## config.mk

```make
export PLATFORM = sky130hd
export DESIGN_NAME = fir_s2p_unfold
export DESIGN_NICKNAME = d
export VERILOG_FILES = /design/src/rtl/fir_s2p_unfold.sv
export SDC_FILE = /design/constraint.sdc
export NUM_CORES = 1
export LEC_CHECK = 0
export ABC_AREA = 1
export CAP_MARGIN = 0
export CORE_MARGIN = 10
export CORE_UTILIZATION = 25
export CTS_BUF_LIST = sky130_fd_sc_hd__clkbuf_8
export DETAILED_ROUTE_END_ITERATION = 8
export PLACE_DENSITY_LB_ADDON = 0.3
export SLEW_MARGIN = 20
export SYNTH_ARGS = -nofsm -noshare
export SYNTH_HDL_FRONTEND = slang
export SYNTH_SLANG_ARGS = --single-unit
```

## constraint.sdc

```tcl
create_clock -name CLK -period 4.1 [get_ports CLK]
set_input_delay 0.82 -clock CLK [delete_from_list [all_inputs] [get_ports CLK]]
set_output_delay 0.82 -clock CLK [all_outputs]
set_load 0.02 [all_outputs]
```

## src/rtl/fir_s2p_unfold.sv

```systemverilog
// Serial-to-parallel packer feeding the 3-way unfolded FIR.
// Collects WIDTH-bit samples into L-lane groups and emits each group as one
// word with a single-cycle VOUT pulse. FLUSH emits a zero-padded partial
// group at end of stream. Lane 0 carries the oldest sample.
module fir_s2p_unfold #(
  parameter int WIDTH = 11,
  parameter int L     = 3,
  parameter int CW    = 2
) (
  input  logic                    CLK,
  input  logic                    RST,
  input  logic signed [WIDTH-1:0] DIN,
  input  logic                    VIN,
  input  logic                    FLUSH,
  output logic [L*WIDTH-1:0]      DOUT,
  output logic                    VOUT,
  output logic [CW-1:0]           NVALID
);

  // Fill count: number of samples already staged for the current group.
  logic [CW-1:0]      cnt_reg;
  logic [CW-1:0]      cnt_next;
  logic [CW-1:0]      nvalid_next;
  logic [WIDTH-1:0]   stage_reg [L];
  logic [L*WIDTH-1:0] group_next;
  logic               group_full;
  logic               emit;
  logic [L*WIDTH-1:0] dout_reg;
  logic               vout_reg;
  logic [CW-1:0]      nvalid_reg;

  // Lanes at or above cnt_reg are always zero in the staging array (cleared on
  // every emission and on reset), so merging the incoming sample into its lane
  // yields the correctly zero-padded output word for both full and flushed
  // groups without any extra masking.
  genvar gi;
  generate
    for (gi = 0; gi < L; gi++) begin : g_lane
      assign group_next[gi*WIDTH +: WIDTH] =
        (VIN && (cnt_reg == CW'(gi))) ? DIN : stage_reg[gi];

      // Staging lane: capture the sample addressed to this lane, clear on emit.
      always_ff @(posedge CLK or posedge RST) begin
        if (RST) begin
          stage_reg[gi] <= '0;
        end else if (emit) begin
          stage_reg[gi] <= '0;
        end else if (VIN && (cnt_reg == CW'(gi))) begin
          stage_reg[gi] <= DIN;
        end
      end
    end
  endgenerate

  // Emission decision: a completed group, or a flush with at least one sample
  // (a sample arriving alongside FLUSH counts, and is accepted first).
  always_comb begin
    group_full  = VIN && (cnt_reg == CW'(L - 1));
    emit        = group_full || (FLUSH && (VIN || (cnt_reg != '0)));
    nvalid_next = VIN ? (cnt_reg + CW'(1)) : cnt_reg;
    if (emit) begin
      cnt_next = '0;
    end else if (VIN) begin
      cnt_next = cnt_reg + CW'(1);
    end else begin
      cnt_next = cnt_reg;
    end
  end

  // Fill counter: advances on each accepted sample, returns to zero on emit.
  always_ff @(posedge CLK or posedge RST) begin
    if (RST) begin
      cnt_reg <= '0;
    end else begin
      cnt_reg <= cnt_next;
    end
  end

  // Registered outputs: VOUT pulses for one cycle, DOUT/NVALID hold until the
  // next emission.
  always_ff @(posedge CLK or posedge RST) begin
    if (RST) begin
      dout_reg   <= '0;
      vout_reg   <= 1'b0;
      nvalid_reg <= '0;
    end else begin
      vout_reg <= emit;
      if (emit) begin
        dout_reg   <= group_next;
        nvalid_reg <= nvalid_next;
      end
    end
  end

  assign DOUT   = dout_reg;
  assign VOUT   = vout_reg;
  assign NVALID = nvalid_reg;

endmodule

```

# ---- Yosys cells after proc, flatten, opt, wreduce, memory -nomap -nowiden
# Cells that the tools add are included.
dict set report word_totals {
  ff_bits 71
  in_bits 15
}
dict set report op_classes {
  add_sub_neg 1
  n_eq_ne 2
  n_reduce_logical 8
  muxes 8
}
# cell n
set op_table {}
lappend op_table {{$mux 11} 6}
lappend op_table {{$logic_and 1x1->1} 4}
lappend op_table {{$mux 2} 2}
lappend op_table {{$add 2x1->2 const B} 1}
lappend op_table {{$eq 2x1->1 const B} 1}
lappend op_table {{$eq 2x2->1 const B} 1}
lappend op_table {{$logic_not 2->1} 1}
lappend op_table {{$logic_or 1x1->1} 2}
lappend op_table {{$reduce_bool 2->1} 1}

# ---- Depth between registers and ports, before layout
dict set report depth {
  ltp_word 5
  depth_mapped 8
  depth_no_buf 7
}

# ---- Worst setup path before layout
# OpenSTA, ideal clock, no wires.
dict set report synth_timing {
  kind {in2reg}
  start {input VIN}
  end {register dout_reg[12] (netlist: DOUT[12])}
  t_required_ps 3984
  setup_time_ps 116
  path_stages 7
  slack_ps 2609
  arrival_ps 1374
  cell_sequence {buf_4 > nand2_1 > buf_2 > nand2_1 > nand2_1 > nand2_1 > nand2_1}
}
dict set report synth_between {
  elab_chain_len 3
}
# item line_no
set synth_lines {}
lappend synth_lines {{from (decl)} 13} ;# input logic VIN,
lappend synth_lines {{$logic_or 1x1->1} 59} ;# emit = group_full || (FLUSH && (VIN || (cnt_reg != '0)));
lappend synth_lines {{$logic_and 1x1->1} 59}
lappend synth_lines {{$logic_or 1x1->1} 59}
lappend synth_lines {{to (signal assigned)} 89} ;# dout_reg <= group_next;
lappend synth_lines {{to (decl)} 28} ;# logic [L*WIDTH-1:0] dout_reg;
# Several ways; a longest one is shown, not always the timed one.
# A chain may end at the register's enable or synchronous reset.

# ---- Worst setup path after layout
dict set report layout_timing {
  start {input VIN}
  end {register dout_reg[10] (netlist: DOUT[10])}
}
# The elaborated chain is that of the path after synthesis.

==> flow_summary.json <==
{
  "status": "finished clean",
  "io_buffers": 50,
  "ctsResizeCount": 0,
  "dieArea_mm2": 0.0171,
  "fin_nets": 445,
  "internal_power_mw": 1.76,
  "num_antenna_cells": 0,
  "htreeDepth": 3,
  "start_util_pct": 25.5,
  "post-route-util_pct": 32.4,
  "cts_hold_buf": 0,
  "ant_nets": 0,
  "post_cts_buffers": 0,
  "syn_nets": 402,
  "rr_worst_depth": 7,
  "ys_ff_latch": 71,
  "critical_path.startpoint": "VIN",
  "hold_class": "reg2reg",
  "clkSlewWorstSetupHoldPaths_ns": 0.07,
  "drt_iter0_drc": 242,
  "die_h_um": 131,
  "ioPinCount": 51,
  "timing.hold.ws_ns": 0.483,
  "p_per_area_mw_per_mm2": 735,
  "switching_share_pct": 38.4,
  "row_count": 40,
  "grt_pass1_wl_um": 12900,
  "wire_per_inst_um": 13.3,
  "pwr-share-clk_pct": 22.5,
  "cts_buffers": 9,
  "avgSynthCellArea_um2": 7.98,
  "drtPass1Iterations": 4,
  "drt-total-wl_um": 7730,
  "cp-end-kind": "register",
  "r2r_setup_slack_ns": 1.83,
  "endpoint": "DOUT[10]",
  "vdd_drop_max_v": 0.000217,
  "coreArea_mm2": 0.0120,
  "clock_latency_ns": 0.34,
  "place_hpwl_um": 5230,
  "setup_ws_ns": 1.67,
  "crit_type": "in2reg",
  "timing.slew.headroom_pct": 39.4,
  "seqPwrFrac_pct": 36.9,
  "worst_r2r_endpoint": "cnt_reg[0]",
  "worstPathArrival_ns": 2.70,
  "synth_cells": 384,
  "drc_errors": 0,
  "fmax_ghz": 0.412,
  "start_kind": "primary input",
  "layout_common_cells": "213 x nand2_1, 71 x dfrtp_1, 50 x clkdlybuf4s50_1",
  "antenna_found_initial": 0,
  "final-setup-viol-count": 0,
  "area_growth_pct": 27.0,
  "worstMarginPinSlew_ns": 0.909,
  "rr_startpoint": "cnt_reg[0]",
  "cts_sinks": 71,
  "via_count": 2403,
  "grt.total_usage_pct": 9.55,
  "post_route_cells_drive_above_1_share_pct": 4.86,
  "fin_crit_ns": 2.43,
  "leakage_nw": 2.26,
  "grt_overflow_total": 0,
  "hold_violations": 0,
  "fin_crit_sh_pct": 59.2,
  "grt_pass1_vias": 2534,
  "power_frac_comb_pct": 40.6,
  "ys_warn_count": 0,
  "setup_tns_ns": 0,
  "ys_types": 12,
  "clk_path_buf_depth": 2,
  "cap_violations": 0,
  "syn-cell-area_mm2": 0.00306,
  "grt_max_degree": 72,
  "p_sw_mw": 1.10,
  "path_max_fanout": 39,
  "cp.required_ns": 4.37,
  "seq_area_frac_synth_pct": 58.0,
  "rsz0062_at_grt": "false",
  "cts_tree": "built",
  "die_w_um": 131,
  "via_per_inst": 4.15,
  "fin_skew_ns": 0.0128,
  "cts_root_buf": "clkbuf_8",
  "mostFrequentLayoutCell": "nand2_1",
  "place.gp.congestion": 0.809,
  "drv_slew": 0,
  "place_ws_ns": 1.32
}
-- worst min path at each step --
stage,start,endpoint,depth (start not counted)
4_1_cts,DOUT[15],DOUT[15],2
3_3_place_gp,NVALID[0],NVALID[0],2
6_report,DOUT[31],DOUT[31],2
5_1_grt,DOUT[3],DOUT[3],2
3_5_place_dp,DOUT[31],DOUT[31],2
2_1_floorplan,stage_reg[0],stage_reg[0],4
-- routing by layer --
metal | vias to the layer above | part of all wire (%) | GRT usage [%]
met4 | 0 | 1.4 | 3.66
met3 | 12 | 6.9 | 3.51
met1 | 1109 | 49 | 12.6
li1 | 1223 | - | -
met2 | 59 | 43 | 13.9
met5 | - | 0 | 0
-- critical path, stage by stage --
cell and delay (ns):
clkdlybuf4s50_1 0.48, buf_4 0.34, inv_1 0.08, nand2_1 0.12, nand2_1 0.08, nand2_2 0.51
nand2_1 0.16, nand2_1 0.09
-- power by group through the flow --
stage | Sequential [mW] | Clock, mW | Combinational [mW]
detailed placement | 1.07 | 0 | 1.19
floorplan | 1.23 | 0 | 0.558
finish | 1.06 | 0.643 | 1.16
global route | 1.09 | 0.688 | 1.32
CTS | 1.06 | 0.655 | 1.19
global placement | 1.07 | 0 | 1.17
-- cell families after synthesis --
family | count (synthesis) | synth area share, %
compound gates | 1 | 0.163
xor+xnor | 1 | 0.286
simple gates | 248 | 31.8
buf+inv | 60 | 8.50
fa+ha+maj | 3 | 1.23
flops | 71 | 58.0
-- cells in the mapped netlist --
cell / number / share of area [%]
xor2_1: 1 / 0.29
dfrtp_1: 71 / 58
buf_2: 13 / 2.1
buf_1: 1 / 0.12
nand3_1: 33 / 5.4
ha_1: 3 / 1.2
clkbuf_1: 1 / 0.12
inv_1: 40 / 4.9
o21ai_0: 1 / 0.16
nand2_1: 214 / 26
nand2_2: 1 / 0.20
buf_4: 5 / 1.2
-- layout make-up --
class                      instances  area (um^2)
tap                              147          184
timing repair buffer              52          515
inverter                          40          150
clock inverter                     5         80.1
sequential                        71         1780
multi-input combinational        253         1030
clock buffer                      11          151
fill                            1289         8120
-- metrics by stage --
step	area, um^2	power [mW]	std cells
after floorplan	3060	1.79	384
after global placement	3650	2.24	563
after detailed placement	3660	2.26	563
after CTS	3890	2.91	579
after global routing	3890	3.10	579
final	3890	2.86	579
(Power assumes the default switching activity.)
